<file path="src/rtl/laser_pkg.sv">
// Shared types and constants for the lockstep multi-lane laser receiver.
// Parity support is selected in the top with the LASER_RX_PARITY_EN macro.
package laser_pkg;

  typedef enum logic [2:0] {
    IDLE,
    START,
    DATA,
    PARITY,
    STOP
  } rx_state_t;

  localparam logic START_BIT    = 1'b1;
  localparam logic STOP_BIT     = 1'b0;
  localparam int   VOTE_SAMPLES = 3;

  // Majority of three samples: at least two of them were high.
  function automatic logic majority(input logic [1:0] votes);
    return votes >= 2'd2;
  endfunction

endpackage

</file>
<file path="src/rtl/laser_lane_sampler.sv">
// Per-lane front end: 2-flop synchronizer, rising-edge detect, 3-sample vote,
// LSB-first payload shift register and running parity of the decided bits.
module laser_lane_sampler
  import laser_pkg::*;
#(
  parameter int DATA_W = 8
) (
  input  logic              clock,
  input  logic              reset,
  input  logic              lane_i,
  input  logic              sample_i,
  input  logic              vote_clr_i,
  input  logic              shift_i,
  input  logic              par_clr_i,
  input  logic              par_bit_i,
  output logic              rise_o,
  output logic              vote_o,
  output logic [DATA_W-1:0] shreg_o,
  output logic              par_err_o
);

  logic              sync1_q, sync2_q, prev_q;
  logic [1:0]        vote_cnt_q;
  logic [DATA_W-1:0] shreg_q;
  logic              par_q;

  always_ff @(posedge clock or posedge reset) begin
    if (reset) begin
      sync1_q <= 1'b0;
      sync2_q <= 1'b0;
      prev_q  <= 1'b0;
    end else begin
      sync1_q <= lane_i;
      sync2_q <= sync1_q;
      prev_q  <= sync2_q;
    end
  end

  assign rise_o = sync2_q & ~prev_q;

  // Counts high samples inside the centre window; cleared at every bit decision.
  always_ff @(posedge clock or posedge reset) begin
    if (reset) begin
      vote_cnt_q <= 2'd0;
    end else if (vote_clr_i) begin
      vote_cnt_q <= 2'd0;
    end else if (sample_i && sync2_q && (vote_cnt_q != 2'(VOTE_SAMPLES))) begin
      vote_cnt_q <= vote_cnt_q + 2'd1;
    end
  end

  assign vote_o = majority(vote_cnt_q);

  always_ff @(posedge clock or posedge reset) begin
    if (reset) begin
      shreg_q <= '0;
      par_q   <= 1'b0;
    end else begin
      if (shift_i) begin
        shreg_q <= {vote_o, shreg_q[DATA_W-1:1]};
      end
      if (par_clr_i) begin
        par_q <= 1'b0;
      end else if (shift_i || par_bit_i) begin
        par_q <= par_q ^ vote_o;
      end
    end
  end

  assign shreg_o   = shreg_q;
  assign par_err_o = par_q;

endmodule

</file>
<file path="src/rtl/laser_lane_receiver.sv">
// LANES-wide lockstep oversampling laser receiver with a single-entry output holding register.
// Define LASER_RX_PARITY_EN to add one even-parity bit per lane between data and stop.
module laser_lane_receiver
  import laser_pkg::*;
#(
  parameter int LANES      = 2,
  parameter int DATA_W     = 8,
  parameter int OVERSAMPLE = 8
) (
  input  logic                    clock,
  input  logic                    reset,
  input  logic                    en,
  input  logic [LANES-1:0]        laser_in,
  output logic [LANES*DATA_W-1:0] data_out,
  output logic [LANES-1:0]        frame_err,
  output logic                    data_valid,
  input  logic                    data_ready,
  output logic                    overrun,
  output logic                    busy
);

  localparam int MID    = OVERSAMPLE / 2;
  localparam int TICK_W = $clog2(OVERSAMPLE);
  localparam int BIT_W  = (DATA_W > 1) ? $clog2(DATA_W) : 1;
`ifdef LASER_RX_PARITY_EN
  localparam logic PAR_EN = 1'b1;
`else
  localparam logic PAR_EN = 1'b0;
`endif

  rx_state_t               state_q, state_d;
  logic [TICK_W-1:0]       tick_q, tick_d;
  logic [BIT_W-1:0]        bit_q, bit_d;
  logic [LANES*DATA_W-1:0] data_q, data_d;
  logic [LANES-1:0]        err_q, err_d;
  logic                    valid_q, valid_d;
  logic                    overrun_q, overrun_d;

  logic [LANES-1:0]        rise, vote, par_err, new_err;
  logic [LANES*DATA_W-1:0] shreg;
  logic                    decide, sample_en, vote_clr, shift_en, par_bit, par_clr, complete;

  assign decide    = (state_q != IDLE) && (tick_q == TICK_W'(OVERSAMPLE - 1));
  assign sample_en = (state_q != IDLE) && (tick_q >= TICK_W'(MID - 1)) && (tick_q <= TICK_W'(MID + 1));
  assign vote_clr  = !en || (state_q == IDLE) || decide;
  assign shift_en  = en && decide && (state_q == DATA);
  assign par_bit   = en && decide && (state_q == PARITY);
  assign par_clr   = (state_q == IDLE);

  for (genvar g = 0; g < LANES; g++) begin : g_lane
    laser_lane_sampler #(.DATA_W(DATA_W)) u_sampler (
      .clock      (clock),
      .reset      (reset),
      .lane_i     (laser_in[g]),
      .sample_i   (sample_en),
      .vote_clr_i (vote_clr),
      .shift_i    (shift_en),
      .par_clr_i  (par_clr),
      .par_bit_i  (par_bit),
      .rise_o     (rise[g]),
      .vote_o     (vote[g]),
      .shreg_o    (shreg[g*DATA_W +: DATA_W]),
      .par_err_o  (par_err[g])
    );
    assign new_err[g] = (vote[g] != STOP_BIT) | (PAR_EN & par_err[g]);
  end

  always_ff @(posedge clock or posedge reset) begin
    if (reset) begin
      state_q <= IDLE;
      tick_q  <= '0;
      bit_q   <= '0;
    end else begin
      state_q <= state_d;
      tick_q  <= tick_d;
      bit_q   <= bit_d;
    end
  end

  // The rising-edge cycle counts as tick 0, so the first START cycle is tick 1.
  always_comb begin
    state_d  = state_q;
    tick_d   = tick_q;
    bit_d    = bit_q;
    complete = 1'b0;
    if (!en) begin
      state_d = IDLE;
      tick_d  = '0;
      bit_d   = '0;
    end else begin
      if (state_q != IDLE) begin
        tick_d = decide ? '0 : tick_q + TICK_W'(1);
      end
      case (state_q)
        IDLE: begin
          tick_d = '0;
          bit_d  = '0;
          if (|rise) begin
            state_d = START;
            tick_d  = TICK_W'(1);
          end
        end
        START: begin
          if (decide) begin
            state_d = (vote == {LANES{START_BIT}}) ? DATA : IDLE;
            bit_d   = '0;
          end
        end
        DATA: begin
          if (decide) begin
            if (bit_q == BIT_W'(DATA_W - 1)) begin
`ifdef LASER_RX_PARITY_EN
              state_d = PARITY;
`else
              state_d = STOP;
`endif
              bit_d = '0;
            end else begin
              bit_d = bit_q + BIT_W'(1);
            end
          end
        end
        PARITY: begin
          if (decide) state_d = STOP;
        end
        STOP: begin
          if (decide) begin
            state_d  = IDLE;
            complete = 1'b1;
          end
        end
        default: state_d = IDLE;
      endcase
    end
  end

  // Output handshake: a frame is transferred on any cycle where data_valid && data_ready;
  // data_out/frame_err never change while data_valid is high and the frame is not being taken.
  // A frame completing while the holding register is full and not taken is dropped (overrun).
  always_comb begin
    data_d    = data_q;
    err_d     = err_q;
    valid_d   = valid_q & ~data_ready;
    overrun_d = 1'b0;
    if (complete) begin
      if (!valid_q || data_ready) begin
        data_d  = shreg;
        err_d   = new_err;
        valid_d = 1'b1;
      end else begin
        overrun_d = 1'b1;
      end
    end
  end

  always_ff @(posedge clock or posedge reset) begin
    if (reset) begin
      data_q    <= '0;
      err_q     <= '0;
      valid_q   <= 1'b0;
      overrun_q <= 1'b0;
    end else begin
      data_q    <= data_d;
      err_q     <= err_d;
      valid_q   <= valid_d;
      overrun_q <= overrun_d;
    end
  end

  assign data_out   = data_q;
  assign frame_err  = err_q;
  assign data_valid = valid_q;
  assign overrun    = overrun_q;
  assign busy       = (state_q != IDLE);

endmodule

</file>
<file path="config.mk">
export PLATFORM = sky130hd
export DESIGN_NAME = laser_lane_receiver
export DESIGN_NICKNAME = d
export VERILOG_FILES = /design/src/rtl/laser_pkg.sv /design/src/rtl/laser_lane_sampler.sv /design/src/rtl/laser_lane_receiver.sv
export SDC_FILE = /design/constraint.sdc
export NUM_CORES = 1
export LEC_CHECK = 0
export BUFFER_PORTS_ARGS = -buffer_cell sky130_fd_sc_hd__buf_4
export CORE_ASPECT_RATIO = 1.1
export CORE_MARGIN = 3
export CORE_UTILIZATION = 24
export CTS_BUF_LIST = sky130_fd_sc_hd__clkbuf_2 sky130_fd_sc_hd__clkbuf_4 sky130_fd_sc_hd__clkbuf_8
export DETAILED_ROUTE_END_ITERATION = 8
export SLEW_MARGIN = 20
export SYNTH_ARGS = -nofsm -noshare
export SYNTH_HDL_FRONTEND = slang
export SYNTH_SLANG_ARGS = --single-unit
export TNS_END_PERCENT = 100
</file>
<file path="constraint.sdc">
create_clock -name clock -period 1.7 [get_ports clock]
set_clock_uncertainty 0.05 [all_clocks]
set_input_delay 0.255 -clock clock [delete_from_list [all_inputs] [get_ports clock]]
set_output_delay 0.255 -clock clock [all_outputs]
set_load 0.005 [all_outputs]
</file>
## Word-level counts from Yosys, hierarchy flattened

Cells that the tools add are included.

| word-level totals | value |
|---|---|
| register bits after elaboration | 55 |
| bits of input ports | 6 |
| output and inout port bits | 21 |
| word-level logic and storage cells | 99 |

| cells by class | value |
|---|---|
| add/subtract/negate cells | 4 |
| order comparisons | 4 |
| equal/unequal tests | 17 |
| muxes and demuxes | 29 |
| bitwise gates (word level) | 6 |
| reductions and logical operators | 22 |

Operator list:

| cell | count |
|---|---|
| two-way mux 3 bit | 14 |
| != test 3 bit, second input constant | 5 |
| one-hot mux 3 bit (5 select lines) | 1 |
| two-way mux 2 bit | 5 |
| == test 3 bit, second input constant | 3 |
| logical AND 1 bit | 9 |
| one-hot mux 3 bit (3 select lines) | 1 |
| two-way mux 1 bit | 8 |
| adder 3 x 1 -> 3 bit, second input constant | 2 |
| == test 3 x 2 -> 1 bit, second input constant | 2 |
| AND reduction 6 bit | 1 |
| adder 2 x 1 -> 2 bit, second input constant | 2 |
| greater-or-equal comparator 2 bit, second input constant | 2 |
| != test 2 bit, second input constant | 2 |
| != test 4 x 1 -> 1 bit, second input constant | 1 |
| nonzero test 2 bit | 2 |
| AND 1 bit | 3 |
| == test 3 x 1 -> 1 bit, second input constant | 1 |
| greater-or-equal comparator 3 x 2 -> 1 bit, second input constant | 1 |
| less-or-equal comparator 3 bit, second input constant | 1 |
| logical NOT 3 bit | 1 |
| logical OR 1 bit | 3 |
| != test 3 x 1 -> 1 bit, second input constant | 1 |
| != test 3 x 2 -> 1 bit, second input constant | 1 |
| 7 further kinds | 10 |

## Longest topological paths before layout

| depth | value |
|---|---|
| word-level depth | 7 |
| mapped depth | 8 |
| mapped depth without buffers | 6 |

## Cells and area by module

From an unflattened synthesis, not the netlist that was laid out.

| second synthesis, totals | value |
|---|---|
| cell total of the unflattened synthesis | 189 |
| area total of the unflattened synthesis | 2576.2 sq um |

By module, submodules not included:

| module | instances | cells an instance | area an instance (sq um) | sequential area each (sq um) |
|---|---|---|---|---|
| laser_lane_receiver | 1 | 109 | 1395.1 | 725.7 |
| laser_lane_sampler | 2 | 40 | 590.6 | 350.3 |

## Least setup slack after synthesis

OpenSTA, ideal clock, no wires.

| timing | value |
|---|---|
| path kind | register -> register |
| start | register tick_q[0] |
| end | register bit_q[1] |
| library setup time | 0.122 ns |
| data arrival time | 1.639 ns |
| data required time | 1.528 ns |
| slack | -0.111 ns |
| stages on the path, launching flop included | 8 |
| path buffers | 1 |
| clock period less this slack | 1.811 ns |
| cells stage by stage | dfrtp_1 > ha_1 > ha_1 > buf_4 > inv_1 > maj3_2 > or2_1 > a32o_1 |

| between the ends | value |
|---|---|
| longest elaborated chain between the ends | 4 |
| elaborated cells on any way between the ends | 5 |
| classes of those cells | eq/ne (3); reduce/logical (2) |

Ends and longest elaborated chain:

| item | RTL line | RTL |
|---|---|---|
| start: declaration | laser_lane_receiver.sv:32 | `logic [TICK_W-1:0] tick_q, tick_d;` |
| start signal: assignment | laser_lane_receiver.sv:75 | `tick_q <= tick_d;` |
| == test 3 bit (*) | laser_lane_receiver.sv:43 | `assign decide = (state_q != IDLE) && (tick_q == TICK_W'(OVERSAMPLE - 1));` |
| logical AND 1 bit (*) | laser_lane_receiver.sv:43 |  |
| != test 3 bit (no source line) | -- |  |
| AND reduction 3 bit (no source line) (*) | -- |  |
| end signal: assignment | laser_lane_receiver.sv:76 | `bit_q <= bit_d;` |
| end: declaration | laser_lane_receiver.sv:33 | `logic [BIT_W-1:0] bit_q, bit_d;` |

Every way passes the cells marked *; elsewhere a longest branch is shown, timed or not.
A chain may end at the register's enable or synchronous reset.

## Worst setup path in the final report

Same ends and word-level chain as after synthesis.

==> key figures <==
Status
  • Run status: finished with violations
  • Failing checks: setup timing

Timing
  • Worst Tran Pin Value: 0.351 ns
  • RSZ-0062 raised after global routing: true
  • # setup viols final: 1
  • Max Freq: ~0.59 GHz
  • Time the worst path needs with I/O delays and setup: 1.71 ns
  • Hold Vio Cnt, Final: 0
  • Post-route clock period utilization: 100%
  • Slew Viols, Final: 0
  • Hold WS: between 0.15 and 0.2 ns
  • Worst setup margin: -0.00767 ns
  • Slew HR: approximately three quarters

Placement
  • Placed Area: ~2800 sq um
  • Port buffer count: 26
  • Gpl congestion: about 0.7
  • HPWL Detailed: around 2900 microns
  • Setup Slack @ Placement: -0.0451 ns

Die
  • Core Rows: 37
  • I/O pins: 27
  • Initial Util: around 25%
  • Die Ht: ~110 microns
  • Die width: slightly above 100 microns
  • Die ar.: ~11000 sq um
  • Core ar.: approximately 9500 sq um

Route
  • Post-DRT Antenna Nets: 0
  • Vias per cell: slightly above 4
  • Wire per inst: 12.7 microns
  • TritonRoute pass-1 iters: 3
  • Total routed wirelength: between 4000 and 5000 microns
  • Iteration-0 DRC Markers: 34
  • Drc violations: 0
  • Via count: 1375

Clock network
  • Clock tree from TritonCTS: done
  • Root buffer cell: clkbuf_8
  • CTS Buf Count: 5
  • Clock Sinks: 55
  • Clock transition at path regs: 0.10 ns
  • Clock Tree Buf Depth: 2
  • CTS H-tree depth: 2
  • Worst-Skew Late Latency: 0.32 ns

Global route
  • Vias in the first global route: about 1400
  • Initial antenna violation count: 0
  • Total track usage: under 10%
  • Largest net degree at the start of global routing: 56
  • Gr ovfl total: 0
  • First-pass GRT wire length: ~7300 microns

Power
  • Leakage: roughly 1.5 nW
  • Maximum vdd drop: 0.339 mV
  • Final Total Pwr: 2.25 mW
  • Pwr/cell area: between 700 and 800 nW/um^2

Critical path
  • Startpoint Class: flop
  • Family with the most delay on the worst path: adder cells
  • Worst-path cell chain: ha_4, ha_4, inv_2, maj3_2, or2_4, a32o_1
  • Worst Path Arrival: roughly 1.9 ns
  • CP startpoint: tick_q[0]
  • Worst Setup EP: bit_q[1]
  • Buf/Inv on CP: 1
  • Worst R2R Path Depth: 6
  • CP Max Fanout: 5
  • CP max-delay cell: dfrtp_1
  • Crit Path Class: reg -> reg
  • Endpoint class of the critical path: flop
  • Cell depth of the worst setup path: 6
  • Most frequent CP cell: ha_4
  • WP data required: about 1.9 ns
  • R2R Path End: bit_q[1]
  • Crit path largest cell delay: around 0.4 ns
  • FF-to-FF Start: tick_q[0]
  • Worst reg-to-reg setup slack: -0.008 ns

Synthesis
  • Top-area cell type share of the netlist area: 57.9%
  • Yosys top cell by area: dfrtp_1
  • Synth cell types: 33
  • Area contributors post-synth: dfrtp_1 (58%), mux2_2 (11%), mux2_4 (5.7%), ha_1 (5.3%), mux2i_1 (2.1%)
  • Post-synthesis instance area: 2380 sq um
  • Sequential element share of the synthesized area: between 50 and 60%
  • Post-Syn Instances: 171
  • Synth Net Count: roughly 190
  • Synth Register Bits: 55
  • Synth Warn #: 0
  • Post-Syn Area per Cell: between 10 and 15 sq um

Final layout
  • Layout area overhead: 27.0%
  • Commonest non-fill, non-tap cell in the layout: dfrtp_1
  • Filler cells: approximately 940
  • Design area: approximately 3000 sq um
  • Most frequent cells in the layout: dfrtp_1 (52), buf_4 (37), mux2_4 (18)
  • Layout cells sized above 1: a little under half
  • Antenna diode count: 0
  • Net count reported at finish: 230

Min path
  • Hold crit path type: in -> reg

Job
  • MaxCap Viol Count: 0
[synthesized netlist by cell type (all sizes together)]
master	instances
a32o	3
nor2b	1
and2	1
or2	2
maj3	1
inv	10
nand4	1
a21boi	2
ha	10
o31ai	1
o21ba	1
mux2i	5
nor3	4
o32ai	1
nand2	11
or3	3
nand2b	2
a31oi	1
dfrtp	55
nor2	11
nand3b	2
o22ai	1
clkbuf	1
mux2	32
a211oi	2
buf	6
a21oi	1
[worst min-delay path by stage]
stage | start | to | cells past startpoint
after floorplan | laser_in[0] | g_lane[0].u_sampler.sync1_q | 0
after global placement | g_lane[0].u_sampler.sync1_q | g_lane[0].u_sampler.sync2_q | 0
after detailed placement | reset | data_out[4] | 3
after CTS | data_ready | overrun | 3
after global routing | en | state_q[0] | 2
final | en | state_q[0] | 2
[area by class of cell]
class                      instances  area [sq um]  area share, %
clock inverter                     3          27.5          0.911
sequential                        55          1380           45.7
inverter                          10          37.5           1.24
tap                              117           146           4.85
multi-input combinational         99           992           32.9
timing repair buffer              43           368           12.2
clock buffer                       5          68.8           2.28
[logic make-up after synthesis]
| family | Yosys count | share of synthesized area (%) |
|---|---|---|
| simple gates | 38 | 8.84 |
| fa+ha+maj | 11 | 5.73 |
| flops | 55 | 57.9 |
| compound gates | 13 | 4.37 |
| mux | 37 | 18.7 |
| buf+inv | 17 | 4.52 |
[per-stage QoR]
stage               TNS [ns]  util, %  std cells
global placement           0     29.4        319
detailed placement    -0.786     29.4        319
global route           -2.08     31.8        332
floorplan              -1.66        -        171
CTS                  -0.0530     31.3        330
finish              -0.00767     31.8        332
[registers in the layout, indices dropped and copies added, names as in the netlist, 2 cells and up]
signal / count
g_lane.u_sampler.sync1_q: 2
data_out: 16
g_lane.u_sampler.prev_q: 2
tick_q: 3
g_lane.u_sampler.shreg_o: 16
frame_err: 2
g_lane.u_sampler.vote_cnt_q: 4
bit_q: 3
g_lane.u_sampler.sync2_q: 2
state_q: 3
[per-layer routing]
metal	track usage, %	vias up	share of wire, %
met2	12.3	24	47
met5	0	-	0
met4	2.66	0	1.6
met1	11.0	678	47
li1	-	666	-
met3	2.53	7	4.7
[power breakdown]
group / internal, mW / switching, mW
Clock: 0.307 / 0.475
Combinational: 0.0602 / 0.0677
Sequential: 1.32 / 0.0136
[what timing repair did]
action	CTS	global route
gates resized for setup	12	10
hold buffers	3	0
hold endpoints to repair	57	0
setup buffers	0	2
endpoints found under the setup margin	30	41
pin swaps	3	4
(Power assumes the default switching activity.)
